<file path="src/rtl/dff_bank_arb_pkg.sv">
// dff_bank_arb_pkg: state encoding and width helpers shared by the bank arbiter.
package dff_bank_arb_pkg;

    typedef enum logic [1:0] {IDLE, GRANT, HOLD} state_e;

    function automatic int idx_w(input int n);
        return $clog2(n);
    endfunction

    function automatic int cnt_w(input int h);
        return $clog2(h + 1);
    endfunction

endpackage

</file>
<file path="src/rtl/dff_bank_arbiter_rr_pick.sv">
// rr_pick: combinational rotating-priority picker; first set req at or after ptr wins.
module rr_pick
    import dff_bank_arb_pkg::*;
#(
    parameter int NREQ = 4,
    parameter int IW   = idx_w(NREQ)
) (
    input  logic [NREQ-1:0] req_i,
    input  logic [IW-1:0]   ptr_i,
    output logic [IW-1:0]   win_o,
    output logic            valid_o
);

    // Scan farthest-first so the closest requester to ptr overwrites last.
    always_comb begin
        int j;
        j     = 0;
        win_o = '0;
        for (int k = NREQ - 1; k >= 0; k--) begin
            j = int'(ptr_i) + k;
            if (j >= NREQ) j -= NREQ;
            if (req_i[j]) win_o = IW'(j);
        end
    end

    assign valid_o = |req_i;

endmodule

</file>
<file path="src/rtl/dff_bank_arbiter.sv">
// dff_bank_arbiter: round-robin owner selection and write sequencing for one shared
// register bank, with a hold limit that force-releases long-running owners.
module dff_bank_arbiter
    import dff_bank_arb_pkg::*;
#(
    parameter int WIDTH    = 8,
    parameter int NREQ     = 4,
    parameter int HOLD_MAX = 15
) (
    input  logic                  clk,
    input  logic                  rs,
    input  logic [NREQ-1:0]       req,
    input  logic [NREQ*WIDTH-1:0] wdata,
    output logic [NREQ-1:0]       gnt,
    output logic [WIDTH-1:0]      bank_q,
    output logic                  busy,
    output logic                  revoke
);

    localparam int IW = idx_w(NREQ);
    localparam int CW = cnt_w(HOLD_MAX);

    state_e          state_q, state_d;
    logic [IW-1:0]   owner_q, owner_d, ptr_q, ptr_d, ptr_nxt, win;
    logic [CW-1:0]   cnt_q, cnt_d;
    logic [WIDTH-1:0] bank_d;
    logic            revoke_q, revoke_d, win_vld;

    rr_pick #(.NREQ(NREQ), .IW(IW)) u_pick (
        .req_i   (req),
        .ptr_i   (ptr_q),
        .win_o   (win),
        .valid_o (win_vld)
    );

    assign ptr_nxt = (int'(owner_q) == NREQ - 1) ? '0 : owner_q + IW'(1);
    assign gnt     = (state_q == IDLE) ? '0 : NREQ'(1) << owner_q;
    assign busy    = state_q != IDLE;
    assign revoke  = revoke_q;

    always_comb begin
        state_d  = state_q;
        owner_d  = owner_q;
        ptr_d    = ptr_q;
        cnt_d    = cnt_q;
        bank_d   = bank_q;
        revoke_d = 1'b0;
        case (state_q)
            IDLE: begin
                owner_d = win_vld ? win : owner_q;
                state_d = win_vld ? GRANT : IDLE;
            end
            GRANT: begin
                bank_d  = wdata[owner_q*WIDTH +: WIDTH];
                cnt_d   = '0;
                state_d = req[owner_q] ? HOLD : IDLE;
                ptr_d   = req[owner_q] ? ptr_q : ptr_nxt;
            end
            HOLD: begin
                cnt_d    = cnt_q + CW'(1);
                revoke_d = req[owner_q] && cnt_q == CW'(HOLD_MAX - 1);
                state_d  = (!req[owner_q] || revoke_d) ? IDLE : HOLD;
                ptr_d    = (state_d == IDLE) ? ptr_nxt : ptr_q;
            end
            default: state_d = IDLE;
        endcase
    end

    always_ff @(posedge clk) begin
        if (rs) begin
            state_q  <= IDLE;
            owner_q  <= '0;
            ptr_q    <= '0;
            cnt_q    <= '0;
            bank_q   <= '0;
            revoke_q <= 1'b0;
        end else begin
            state_q  <= state_d;
            owner_q  <= owner_d;
            ptr_q    <= ptr_d;
            cnt_q    <= cnt_d;
            bank_q   <= bank_d;
            revoke_q <= revoke_d;
        end
    end

endmodule

</file>
<file path="config.mk">
export PLATFORM = sky130hd
export DESIGN_NAME = dff_bank_arbiter
export DESIGN_NICKNAME = d
export VERILOG_FILES = /design/src/rtl/dff_bank_arb_pkg.sv /design/src/rtl/dff_bank_arbiter_rr_pick.sv /design/src/rtl/dff_bank_arbiter.sv
export SDC_FILE = /design/constraint.sdc
export NUM_CORES = 1
export LEC_CHECK = 0
export CAP_MARGIN = 15
export CORE_MARGIN = 4
export CORE_UTILIZATION = 45
export DETAILED_ROUTE_END_ITERATION = 16
export PLACE_DENSITY_LB_ADDON = 0.08
export SYNTH_ARGS = -nofsm -noshare
export SYNTH_HDL_FRONTEND = slang
export SYNTH_SLANG_ARGS = --single-unit
</file>
<file path="constraint.sdc">
create_clock -name clk -period 3.2 [get_ports clk]
set_clock_uncertainty 0.1 [all_clocks]
set_input_delay 0.8 -clock clk [delete_from_list [all_inputs] [get_ports clk]]
set_output_delay 0.8 -clock clk [all_outputs]
set_load 0.01 [all_outputs]
</file>
==> implementation parameters <==
Parameter                              Value

Routing
  Detailed-route vias per instance ... 5.40
  Iteration-0 DRC Markers ... 17
  Routed wire length ... roughly 3 mm
  Final routed wire length divided by cell count ... approximately 14 um
  Final routed DRC violation total ... 0
  Overall via count from detail_route ... around 1100
  Antenna violation net count after detailed routing ... 0
  Router iterations before antenna repair ... 4

Synth
  Synth Register Bits ... 19
  Synthesized area divided by synthesized cell count ... 9.90 um^2
  Area of the mapped netlist ... roughly 1200 um^2
  Register area share after synthesis ... 0.315
  Number of nets produced by synthesis ... 170
  Unique cell type count in the Yosys netlist ... 30
  Count of flip-flops with a built-in enable after synthesis ... 0
  Proportion of netlist area held by the largest area contributor ... 0.315
  Most numerous cell in the Yosys netlist ... sky130_fd_sc_hd__dfxtp_1
  Number of warnings reported in the yosys synthesis log ... 0
  Fraction of registers with async set or reset after synthesis ... 0
  Most common library cells after synthesis ... 19 x sky130_fd_sc_hd__dfxtp_1, 15 x sky130_fd_sc_hd__nor2_1, 11 x sky130_fd_sc_hd__mux2i_1
  Most area-consuming cells after synthesis ... sky130_fd_sc_hd__dfxtp_1 32%, sky130_fd_sc_hd__mux4_2 15%, sky130_fd_sc_hd__ha_1 10%
  Predominant post-synthesis flop cell ... sky130_fd_sc_hd__dfxtp_1
  Post-synthesis instance total ... about 120
  Library cell with the largest summed area after synthesis ... sky130_fd_sc_hd__dfxtp_1

GRT
  Antenna violations before repair ... 0
  Global-route met2 utilization ... 0.299
  GRT Residual Overflow ... 0
  Overall Global Routing Usage ... 0.170
  First-pass GRT wire length ... 4.75 mm
  Number of global-route vias before repair ... around 1100
  Global-route met3 utilization ... 0.0475
  Met1 Resource Use GR ... 0.209
  Busiest layer in global routing ... met2
  Pin count of the biggest net entering global routing ... 16

Timing
  Period minus WS final ... between 2 and 3 ns
  Worst hold margin ... between 0.3 and 0.4 ns
  Fmax ... approximately 370 MHz
  Final critical-path setup slack ... ~0.5 ns
  Sum Neg Setup Slack ... 0 ns
  Setup violators final ... 0
  Max-slew violation total from the final report ... 0
  Period Utilization, post-route ... 0.846
  Final hold vios ... 0
  RSZ-0062 raised after global routing ... no
  Worst slew slack as a fraction of its limit ... 0.645
  Tightest Pin Transition ... between 0.5 and 0.6 ns

Floorplan
  Cell Rows ... 18
  Die height ... 59.8 um
  Initial Utilization ... 0.479
  Area enclosed by the die boundary ... 3580 um^2
  Top-level port count ... 52
  Horizontal extent of the die ... roughly 60 um
  Standard cell core area ... between 2000 and 3000 um^2

Setup path
  Register-to-Register Path Depth ... 6
  Crit-path cells ... inv_1 > ha_1 > nor2b_1 > clkdlybuf4s50_1
  CP max stage cell ... sky130_fd_sc_hd__dfxtp_1
  Data arrival time of the critical path ... ~1.8 ns
  Type of the worst setup path ... flop to primary output
  Worst-case register-to-register setup slack ... roughly 1.3 ns
  Peak per-stage delay on the critical path ... around 0.57 ns
  Required time worst endpoint ... roughly 2.3 ns
  Type of destination of the critical path ... primary output
  Largest fanout of any net on the critical path ... 10
  Count of buffer and inverter cells on the critical path ... 2
  Kind of start point of the critical path ... flop
  Worst R2R End ... ptr_q[0]
  Top Family by Delay on Critical Path ... buffers and inverters
  Reg-to-Reg Start ... state_q[0]

Layout
  Area of the multi-input gates ... about 750 um^2
  Total area of sequential cells ... roughly 380 um^2
  Count of fill cells added during filler insertion ... 217
  Post-route cell area ... roughly 1800 um^2
  Count of placed standard cells in the final layout, fillers left out ... slightly above 200
  Proportion of layout cells with a drive suffix above 1 ... 0.109
  Area added between synthesis and finish ... 46.2%
  Total Nets Final ... 223
  Count of antenna diodes in the layout ... 0
  Core utilization of the finished layout ... 0.700

Power
  Total power draw ... 689 uW
  Power density normalized to cell area ... between 300 and 400 nW/um^2
  Worst-case vdd ir drop ... 0.234 mV
  Leakage component of the power ... 0.674 nW

Clock tree
  Number of H-tree branching levels ... 1
  Clock latency of the later-clocked register in the worst-skew pair ... slightly below 0.3 ns
  Post-CTS repair timing setup buffer count ... 0
  CTS tree ... yes
  Num CTS Buffers ... 3
  Count of clock tree sinks ... 19
  Number of gates resized after CTS ... 0
  Count of hold buffers inserted by post-cts repair ... 0
  Maximum buffer depth of the clock tree ... 2
  CTS clock-pin slew for the worst setup and hold paths ... around 0.11 ns
  Cell chosen for the clock root ... sky130_fd_sc_hd__clkbuf_4

Run status
  Result of the run ... finished clean

Worst hold path
  Hold-critical path depth ... 2
  Terminating pin of the worst hold path ... cnt_q[3]
  Min-delay src ... cnt_q[3]
  Class of the tightest hold or removal check ... flop to flop

Place
  Number of buffers inserted by port buffering ... slightly above 50
  Sum of net half-perimeters after detailed placement ... between 2 and 2.5 mm
  RePlAce Congestion ... a little over 0.8
  Cell total after placement ... 200
  Placed instance area ... 1740 um^2
  Post-Place Setup Slack ... around 0.67 ns

Flow run
  Max-cap viol count ... 0
==> metal layers <==
layer	up-vias	share of wire
met5	-	0
met4	0	0.0027
met3	2	0.068
met1	524	0.40
li1	537	-
met2	38	0.53
==> placed cells by master (no fill, tap or decap), drive strengths merged, types with 2 or more instances in the layout <==
cell and instances:
nor2b 4, mux2i 11, mux4 8, mux2 2
ha 10, nor3 3, a21oi 9, buf 3
dfxtp 19, nor4 2, clkbuf 3, o21ai 4
nand2 5, nand2b 3, nor2 15, clkdlybuf4s50 51
inv 10
==> kinds of logic after synthesis <==
kind of cell             after synthesis  share of synthesized area
flip-flops                            19                      0.315
multiplexers                          21                      0.259
buffers and inverters                 16                     0.0642
adder cells (fa/ha/maj)               10                      0.104
AND/OR/NAND/NOR                       36                      0.147
AO/OA/AOI/OAI                         20                      0.111
==> layout make-up <==
type                    count  area share
multi-input cells          87       0.425
clock buffers               3      0.0128
flip-flops and latches     19       0.215
clock inverters             1     0.00283
well taps                  30      0.0213
inverters                  10      0.0213
repair buffers             54       0.302
==> state kept, by name, summed over array words and instances (netlist names) <==
name and flops:
bank_q 8, cnt_q 4, owner_q 2, ptr_q 2, revoke 1, state_q 2
==> worst max path at each step <==
stage,startpoint,depth (start not counted),end
after CTS,owner_q[0],4,gnt[0]
after detailed placement,req[0],5,ptr_q[0]
after global routing,owner_q[0],4,gnt[0]
final,owner_q[0],4,gnt[0]
after floorplan,owner_q[0],5,gnt[0]
after global placement,req[0],5,ptr_q[0]
==> worst reg2reg max path, cell delays in order (launching register included) <==
cell	delay, ns
sky130_fd_sc_hd__dfxtp_1	0.38
sky130_fd_sc_hd__inv_1	0.07
sky130_fd_sc_hd__ha_1	0.38
sky130_fd_sc_hd__inv_2	0.14
sky130_fd_sc_hd__nor3_2	0.06
sky130_fd_sc_hd__a311oi_2	0.33
sky130_fd_sc_hd__mux2_1	0.35
==> where the power goes <==
part           internal [mW]  total (mW)  switching [mW]
registers              0.261       0.286          0.0243
clock network         0.0465       0.123          0.0761
logic                  0.162       0.281           0.118
total                  0.470       0.689           0.219
Power figures use the tool's default switching activity.
